File: src/rtl/pc_fetch_seq_pkg.sv
// ============================================================================
// pc_fetch_seq_pkg : shared types and constants for the PC fetch sequencer
// Revision: 1.0
// ============================================================================
`timescale 1ns/1ps
`default_nettype none

package pc_fetch_seq_pkg;

  typedef enum logic [1:0] {
    IDLE   = 2'd0,
    RUN    = 2'd1,
    DRAIN  = 2'd2,
    HALTED = 2'd3
  } pc_seq_state_t;

  localparam logic [31:0] DEF_RESET_VECTOR = 32'h0000_0000;
  localparam int          DEF_INC          = 4;
  localparam logic [1:0]  ALIGN_MASK       = 2'b11;

endpackage

`default_nettype wire

File: src/rtl/pc_next_sel.sv
// ============================================================================
// pc_next_sel : redirect target alignment, misalign detection and next-PC
//               priority select (jump > branch > pending > sequential)
// Revision: 1.0
// ============================================================================
`timescale 1ns/1ps
`default_nettype none

module pc_next_sel
  import pc_fetch_seq_pkg::*;
#(
  parameter int WIDTH = 32,
  parameter int INC   = DEF_INC
) (
  input  logic [WIDTH-1:0] pc,
  input  logic             jump,
  input  logic [WIDTH-1:0] jump_target,
  input  logic             branch_taken,
  input  logic [WIDTH-1:0] branch_target,
  input  logic             pend_valid,
  input  logic [WIDTH-1:0] pend_target,
  output logic             redir_valid,
  output logic [WIDTH-1:0] redir_target,
  output logic             misalign,
  output logic [WIDTH-1:0] xfer_pc
);

  localparam logic [WIDTH-1:0] C_KEEP = {{(WIDTH-2){1'b1}}, ~ALIGN_MASK};

  logic [WIDTH-1:0] w_raw;
  logic [WIDTH-1:0] w_seq;

  // Jump overrides branch whenever both are presented together.
  assign w_raw        = jump ? jump_target : branch_target;
  assign redir_valid  = jump | branch_taken;
  assign redir_target = w_raw & C_KEEP;
  assign misalign     = redir_valid && ((w_raw[1:0] & ALIGN_MASK) != 2'b00);
  assign w_seq        = pc + WIDTH'(INC);
  assign xfer_pc      = redir_valid ? redir_target :
                        pend_valid  ? pend_target  : w_seq;

endmodule

`default_nettype wire

File: src/rtl/pc_fetch_sequencer.sv
// ============================================================================
// pc_fetch_sequencer : PC sequencing and instruction-fetch handshake control
// Optional perf counters enabled by macro PC_FETCH_SEQ_PERF_EN
// Revision: 1.0
// ============================================================================
`timescale 1ns/1ps
`default_nettype none

module pc_fetch_sequencer
  import pc_fetch_seq_pkg::*;
#(
  parameter int               WIDTH        = 32,
  parameter logic [WIDTH-1:0] RESET_VECTOR = WIDTH'(DEF_RESET_VECTOR),
  parameter int               INC          = DEF_INC
) (
  input  logic             clk,
  input  logic             rst_n,
  input  logic             start,
  input  logic             halt,
  input  logic             stall,
  input  logic             jump,
  input  logic [WIDTH-1:0] jump_target,
  input  logic             branch_taken,
  input  logic [WIDTH-1:0] branch_target,
  input  logic             fetch_ack,
  output logic [WIDTH-1:0] pc_out,
  output logic             fetch_req,
  output logic             halted,
  output logic             misalign_err
`ifdef PC_FETCH_SEQ_PERF_EN
  ,
  output logic [31:0]      perf_fetch_cnt,
  output logic [31:0]      perf_stall_cnt
`endif
);

  pc_seq_state_t    r_state;
  logic [WIDTH-1:0] r_pc;
  logic             r_req;
  logic             r_halted;
  logic             r_mis;
  logic             r_pend_v;
  logic [WIDTH-1:0] r_pend;

  logic             w_xfer;
  logic             w_redir;
  logic [WIDTH-1:0] w_redir_target;
  logic             w_misalign;
  logic [WIDTH-1:0] w_xfer_pc;

  assign w_xfer = r_req & fetch_ack;

  pc_next_sel #(.WIDTH(WIDTH), .INC(INC)) u_next_sel (
    .pc            (r_pc),
    .jump          (jump),
    .jump_target   (jump_target),
    .branch_taken  (branch_taken),
    .branch_target (branch_target),
    .pend_valid    (r_pend_v),
    .pend_target   (r_pend),
    .redir_valid   (w_redir),
    .redir_target  (w_redir_target),
    .misalign      (w_misalign),
    .xfer_pc       (w_xfer_pc)
  );

  always_ff @(posedge clk or negedge rst_n) begin
    if (!rst_n) begin
      r_state  <= IDLE;
      r_pc     <= RESET_VECTOR;
      r_req    <= 1'b0;
      r_halted <= 1'b0;
      r_mis    <= 1'b0;
      r_pend_v <= 1'b0;
      r_pend   <= '0;
    end else begin
      if (w_misalign)
        r_mis <= 1'b1;

      // PC/pending update depends only on whether a request is outstanding.
      if (r_req) begin
        if (w_xfer) begin
          r_pc     <= w_xfer_pc;
          r_pend_v <= 1'b0;
        end else if (w_redir) begin
          r_pend_v <= 1'b1;
          r_pend   <= w_redir_target;
        end
      end else if (w_redir) begin
        r_pc <= w_redir_target;
      end

      case (r_state)
        IDLE: begin
          if (start)
            r_state <= RUN;
        end
        RUN: begin
          if (r_req && !w_xfer) begin
            if (halt)
              r_state <= DRAIN;
          end else if (halt) begin
            r_state  <= HALTED;
            r_req    <= 1'b0;
            r_halted <= 1'b1;
          end else begin
            r_req <= !stall;
          end
        end
        DRAIN: begin
          if (w_xfer) begin
            r_state  <= HALTED;
            r_req    <= 1'b0;
            r_halted <= 1'b1;
          end
        end
        HALTED: begin
          if (!halt && start) begin
            r_state  <= RUN;
            r_halted <= 1'b0;
          end
        end
        default: r_state <= IDLE;
      endcase
    end
  end

  assign pc_out       = r_pc;
  assign fetch_req    = r_req;
  assign halted       = r_halted;
  assign misalign_err = r_mis;

`ifdef PC_FETCH_SEQ_PERF_EN
  logic [31:0] r_fetch_cnt;
  logic [31:0] r_stall_cnt;

  always_ff @(posedge clk or negedge rst_n) begin
    if (!rst_n) begin
      r_fetch_cnt <= '0;
      r_stall_cnt <= '0;
    end else begin
      if (w_xfer && (r_fetch_cnt != 32'hFFFF_FFFF))
        r_fetch_cnt <= r_fetch_cnt + 32'd1;
      if ((r_state == RUN) && stall && (r_stall_cnt != 32'hFFFF_FFFF))
        r_stall_cnt <= r_stall_cnt + 32'd1;
    end
  end

  assign perf_fetch_cnt = r_fetch_cnt;
  assign perf_stall_cnt = r_stall_cnt;
`else
  // Performance counters are not built in this configuration.
`endif

endmodule

`default_nettype wire

File: config.mk
export PLATFORM = sky130hd
export DESIGN_NAME = pc_fetch_sequencer
export DESIGN_NICKNAME = d
export VERILOG_FILES = /design/src/rtl/pc_fetch_seq_pkg.sv /design/src/rtl/pc_next_sel.sv /design/src/rtl/pc_fetch_sequencer.sv
export SDC_FILE = /design/constraint.sdc
export NUM_CORES = 1
export LEC_CHECK = 0
export ABC_AREA = 1
export CORE_MARGIN = 8
export CORE_UTILIZATION = 30
export DETAILED_ROUTE_END_ITERATION = 7
export DONT_BUFFER_PORTS = 1
export SKIP_CTS_REPAIR_TIMING = 1
export SYNTH_ARGS = -nofsm -noshare
export SYNTH_HDL_FRONTEND = slang
export SYNTH_SLANG_ARGS = --single-unit
export TNS_END_PERCENT = 20
File: constraint.sdc
create_clock -name clk -period 3.4 [get_ports clk]
set_clock_uncertainty 0.2 [all_clocks]
set_input_delay 0.68 -clock clk [delete_from_list [all_inputs] [get_ports clk]]
set_output_delay 0.68 -clock clk [all_outputs]
set_load 0.05 [all_outputs]
# Word level (Yosys, flattened, before mapping)
# Index checks and enable logic that the tools add are counted.
# totals
ff_bits	68
in_bits	72
output_inout_bits	35
wordCells	62
# op_classes
n_addsub	1
n_eq_ne	9
mux	24
bitwise_logic	3
reduce_logical	18
# ops
cell	n
32-bit two-way mux	6
32-bit by 3-bit adder with 32-bit output, second input constant	1
2-bit two-way mux	6
2-bit != test, second input constant	5
1-bit two-way mux	9
2-bit one-hot mux with 4 select lines	1
2-bit nonzero test	4
3-bit AND reduction	2
5-bit AND reduction	1
2-bit equality test, second input constant	2
2-bit AND reduction	2
4-bit AND reduction	1
1-bit logical AND	3
1-bit zero test	3
1-bit one-hot mux with 3 select lines	1
3-bit nonzero test	1
2-bit by 1-bit equality test with 1-bit output, second input constant	1
2-bit zero test	1
2-bit by 1-bit != test with 1-bit output, second input constant	1
1-bit one-hot mux with 2 select lines	1
1-bit AND	1
1-bit inverter	1
1-bit bitwise OR	1

# Logic depth before layout (Yosys ltp)
# depth
word_depth	5
mapped_depth	12
mapped_depth_nobuf	12

# Hierarchy
# From an unflattened synthesis, not the netlist that was laid out.
# hier_totals
hier_cells	830
area_unflattened_um2	5149.9
# by_module_without_submodules
mod	instances	cells_each	area_per_inst_um2	seq_area_each_um2
pc_fetch_sequencer	1	366	3119.2	1751.7
pc_next_sel	1	464	2030.7	0.0

# Worst setup path before layout
# Ideal clock, no wire load.
# synth_path
path_type	flip-flop to flip-flop
start	register r_pc[3] (netlist: pc_out[3])
end	register r_pc[30] (netlist: pc_out[30])
setup_time_ps	118
arrival_ps	1748
required_time_ps	3082
slack_ps	1334
stages_incl_launch_ff	13
n_path_buf	0
synth_period_minus_slack_ps	2066
path_cell_list	dfrtp_1 ha_1 nand2_1 nor2_4 nand2_2 nor2_4 nand2_1 nand2_1 nand2_1 nand2_1 nand2_1 nand2_1 nand2_1
# synth_between
elab_chain_cells	5
# synth_lines
element	line_no	rtl
start: declaration	pc_fetch_sequencer.sv:38	logic [WIDTH-1:0] r_pc;
start signal: assignment	pc_fetch_sequencer.sv:83	r_pc <= w_xfer_pc;
start signal: assignment	pc_fetch_sequencer.sv:90	r_pc <= w_redir_target;
32-bit by 3-bit adder with 32-bit output	pc_next_sel.sv:38	assign w_seq = pc + WIDTH'(INC);
32-bit two-way mux	pc_next_sel.sv:40	pend_valid ? pend_target : w_seq;
32-bit two-way mux	pc_next_sel.sv:39	assign xfer_pc = redir_valid ? redir_target :
32-bit two-way mux	pc_fetch_sequencer.sv:82	if (w_xfer) begin
32-bit two-way mux	pc_fetch_sequencer.sv:81	if (r_req) begin
# No other way between the ends. The select of a mux whose other input is x is not followed.
# A chain may end at the register's enable or synchronous reset.

# Worst setup path in the final report
# layout_path
start	register r_req (netlist: fetch_req)
end	register r_pc[11] (netlist: pc_out[11])
# layout_between
elab_chain_cells	3
elab_cells_between_ends	5
classes_between	eq/ne: 1; mux: 1; bitwise: 1; reduce/logical: 2
# layout_lines
element	line_no	rtl
start: declaration	pc_fetch_sequencer.sv:39	logic r_req;
start signal: assignment	pc_fetch_sequencer.sv:107	r_req <= !stall;
1-bit AND	pc_fetch_sequencer.sv:51	assign w_xfer = r_req & fetch_ack;
2-bit by 1-bit != test with 1-bit output (no source line)	--	
2-bit AND reduction (no source line)	--	
# Several ways; a longest one is shown, not always the timed one.

==> impl_table.tex <==
\begin{tabular}{lr}
\hline
Metric & Value \\
\hline
\multicolumn{2}{l}{\textbf{Run status}} \\
Status & complete, no violations \\
\multicolumn{2}{l}{\textbf{Global routing}} \\
Overflow left after global routing & 0 \\
Number of global-route vias before repair & between 3,000 and 4,000 \\
Global-route wire length before repair & around 21,000 um \\
Initial antenna violation count & 0 \\
Aggregate global-route resource usage & 0.136 \\
Pin count of the biggest net entering global routing & 67 \\
\multicolumn{2}{l}{\textbf{Detailed routing}} \\
WL final & about 13,000 um \\
Residual DRC count & 0 \\
First-pass iteration count of the detailed router & 4 \\
Via count & slightly below 4,000 \\
Final antenna-violating net count & 0 \\
Number of DRC markers in iteration 0 & $\sim$250 \\
Detailed-route vias per instance & $\sim$4.6 \\
Average wire length per cell after detail routing & between 15 and 20 um \\
\multicolumn{2}{l}{\textbf{Power}} \\
P per Cell Area & 815 mW/mm\^{}2 \\
Power consumption & roughly 4 mW \\
Leakage & roughly 2.5 nW \\
Peak supply drop & around 0.00033 V \\
\multicolumn{2}{l}{\textbf{Die}} \\
Initial core utilization & 0.303 \\
Number of I/O pins & 107 \\
DIE AREA & approximately 0.019 mm\^{}2 \\
Vertical die dimension & around 140 um \\
Core Box Area & 0.0150 mm\^{}2 \\
Die W & roughly 140 um \\
Count of standard-cell rows & 45 \\
\multicolumn{2}{l}{\textbf{Yosys}} \\
Mapped Avg Cell Area & 7.01 um\^{}2 \\
Yosys synthesis warning count & 0 \\
Gate count of the mapped netlist & about 650 \\
FF+latch count, synth & between 60 and 70 \\
Sequential fraction of the synthesis area & 0.364 \\
Area of the mapped netlist & approximately 0.0045 mm\^{}2 \\
Number of library cell types mapped by synthesis & 36 \\
\multicolumn{2}{l}{\textbf{Timing}} \\
Setup Total Neg Slack & 0 ns \\
Setup repair after global routing missed its margin & no \\
Slew Viols, Final & 0 \\
Crit path time final & 2.52 ns \\
Worst rel slew slack & 0.430 \\
Final number of setup-violating endpoints & 0 \\
Number of hold violations in the final report & 0 \\
Worst-margin pin slew & around 0.85 ns \\
Crit share post-route & 0.741 \\
Upper clock frequency limit & 397 MHz \\
\multicolumn{2}{l}{\textbf{Job}} \\
Max Cap Viol & 0 \\
\multicolumn{2}{l}{\textbf{Layout}} \\
Fill count & roughly 1,600 \\
Antenna fix cells & 0 \\
Synthesis-to-finish area growth & 9.16\% \\
Ratio of cells with drive above 1 in the final layout & 0.0824 \\
\# nets final & $\sim$720 \\
Final Util & 0.330 \\
\multicolumn{2}{l}{\textbf{Clock network}} \\
Number of H-tree levels & 3 \\
TritonCTS clock tree & done \\
Clk sink count & 66 \\
Max Root-Sink Buffers & 2 \\
Buffer cell driving the clock tree root & sky130\_fd\_sc\_hd\_\_clkbuf\_16 \\
Clock-pin slew of the registers on the worst-case setup and hold paths & around 0.06 ns \\
Clock Latency Late Sink & between 0.3 and 0.4 ns \\
Number of buffers added by the clock tree synthesis step & 9 \\
\multicolumn{2}{l}{\textbf{Worst setup path}} \\
Kind of launch point of the worst setup path & flop \\
Critical Path Slowest Stage Cell & sky130\_fd\_sc\_hd\_\_dfrtp\_1 \\
Crit-path leading delay family & flip-flops \\
Data arrival time at the worst-slack endpoint & approximately 2.5 ns \\
Critical path's largest stage delay & around 0.76 ns \\
Kind of critical path & flop to flop \\
CP most frequent cell & sky130\_fd\_sc\_hd\_\_inv\_2 \\
Cells traversed along the worst timing path & inv\_2 -> nor2\_4 -> inv\_2 -> o21ai\_4 -> inv\_4 -> o21ai\_0 -> o21bai\_1 -> nand2\_1 \\
Slack of the worst reg-to-reg path & slightly below 0.9 ns \\
Destination of the worst register-to-register timing path & pc\_out[11] \\
Setup crit end kind & flop \\
Crit path buffers/inverters & 3 \\
Crit path max fanout & 36 \\
Path depth of the worst reg2reg path & 8 \\
Worst path required time & around 3.4 ns \\
Worst reg2reg startpoint & fetch\_req \\
\multicolumn{2}{l}{\textbf{Place}} \\
\# port buffers & 0 \\
HPWL after detailed placement & 9040 um \\
RD Place Congestion & 0.818 \\
\multicolumn{2}{l}{\textbf{Min path}} \\
Worst min-delay path class & input port to asynchronous set/reset pin \\
\hline
\end{tabular}
[worst register-to-register path: stages (launching register included)]
cell and delay [ns]:
sky130_fd_sc_hd__dfrtp_1 0.76, sky130_fd_sc_hd__inv_2 0.20, sky130_fd_sc_hd__nor2_4 0.18, sky130_fd_sc_hd__inv_2 0.06, sky130_fd_sc_hd__o21ai_4 0.29, sky130_fd_sc_hd__inv_4 0.35, sky130_fd_sc_hd__o21ai_0 0.17, sky130_fd_sc_hd__o21bai_1 0.13
sky130_fd_sc_hd__nand2_1 0.06
[cell families after synthesis]
logic type / synth area share
adder cells (fa/ha/maj): 0.0138
AO/OA/AOI/OAI: 0.104
flip-flops: 0.364
other: 0.000827
AND/OR/NAND/NOR: 0.334
buffers and inverters: 0.0897
XOR/XNOR: 0.0251
multiplexers: 0.0682
[where the power goes]
| group | switching (mW) | leakage, nW | internal [mW] |
|---|---|---|---|
| Combinational | 0.821 | 1.58 | 0.433 |
| Clock | 0.350 | 0.134 | 0.553 |
| Sequential | 0.772 | 0.799 | 1.11 |
| Total | 1.94 | 2.51 | 2.09 |
[metal layers]
| layer | routed length [um] | vias to the layer above | track usage |
|---|---|---|---|
| met2 | 5720 | 88 | 0.214 |
| met3 | 721 | 11 | 0.0392 |
| li1 | - | 2015 | - |
| met5 | 0 | - | 0 |
| met4 | 153 | 0 | 0.0468 |
| met1 | 6080 | 1727 | 0.174 |
[cell type report]
type	count	area, um^2	share of cell area
Tap cell	188	235	0.0475
Clock buffer	13	270	0.0546
Inverter	58	225	0.0455
Timing Repair Buffer	6	65.1	0.0131
Sequential cell	66	1650	0.334
Multi-Input combinational cell	497	2480	0.501
Clock inverter	3	22.5	0.00455
[cell usage after synthesis, drive strengths merged]
master | count | area [um^2]
a21oi | 32 | 171
a31oi | 2 | 12.5
and2 | 3 | 18.8
buf | 21 | 159
clkbuf | 6 | 22.5
conb | 1 | 3.75
dfrtp | 66 | 1650
ha | 5 | 62.6
inv | 58 | 225
mux2 | 7 | 78.8
mux2i | 23 | 230
nand2 | 281 | 1070
nand3 | 20 | 100
nand3b | 3 | 22.5
nor2 | 52 | 297
nor3 | 2 | 10.0
o211ai | 4 | 30.0
o21ai | 45 | 236
o21bai | 1 | 7.51
o22ai | 1 | 6.26
o31ai | 1 | 7.51
xnor2 | 1 | 8.76
xor2 | 12 | 105
[metrics by stage]
step                      worst slack (ns)  instance area (um^2)  hold slack (ns)  std cells
after global placement               0.895                  4630            0.188        814
after CTS                            0.856                  4920           -0.174        830
final                                0.880                  4950           0.0198        831
after floorplan                       1.33                  4540            0.184        648
after detailed placement             0.836                  4630            0.188        814
after global routing                 0.658                  4950           0.0322        831
[layout by cell type, fill, tap and decap left out, types with 2 or more instances in the layout]
| cell | n |
|---|---|
| sky130_fd_sc_hd__a21oi_1 | 29 |
| sky130_fd_sc_hd__a21oi_2 | 3 |
| sky130_fd_sc_hd__a31oi_1 | 2 |
| sky130_fd_sc_hd__and2_1 | 3 |
| sky130_fd_sc_hd__buf_4 | 5 |
| sky130_fd_sc_hd__clkbuf_16 | 9 |
| sky130_fd_sc_hd__clkbuf_8 | 3 |
| sky130_fd_sc_hd__clkinvlp_4 | 3 |
| sky130_fd_sc_hd__conb_1 | 2 |
| sky130_fd_sc_hd__dfrtp_1 | 66 |
| sky130_fd_sc_hd__ha_1 | 5 |
| sky130_fd_sc_hd__inv_1 | 53 |
| sky130_fd_sc_hd__inv_2 | 2 |
| sky130_fd_sc_hd__inv_4 | 3 |
| sky130_fd_sc_hd__mux2_2 | 7 |
| sky130_fd_sc_hd__mux2i_1 | 23 |
| sky130_fd_sc_hd__nand2_1 | 278 |
| sky130_fd_sc_hd__nand2_2 | 2 |
| sky130_fd_sc_hd__nand3_1 | 20 |
| sky130_fd_sc_hd__nand3b_1 | 3 |
| sky130_fd_sc_hd__nor2_1 | 39 |
| sky130_fd_sc_hd__nor2_4 | 11 |
| sky130_fd_sc_hd__nor3_1 | 2 |
| sky130_fd_sc_hd__o211ai_1 | 4 |
| sky130_fd_sc_hd__o21ai_0 | 37 |
| sky130_fd_sc_hd__o21ai_1 | 7 |
| sky130_fd_sc_hd__xor2_1 | 12 |
[sequential cells by signal, indices dropped and copies added (netlist names)]
register / flops
fetch_req: 1
halted: 1
misalign_err: 1
pc_out: 30
r_pend: 30
r_pend_v: 1
r_state: 2
[worst max-delay path by stage]
stage	from	end	slack (ns)	cells after the start
after global placement	jump	pc_out[20]	0.90	8
final	fetch_req	pc_out[11]	0.88	8
after CTS	fetch_req	pc_out[11]	0.86	8
after detailed placement	jump	pc_out[20]	0.84	8
after floorplan	pc_out[3]	pc_out[30]	1.33	12
after global routing	fetch_req	pc_out[11]	0.66	8
(Power assumes the default switching activity.)
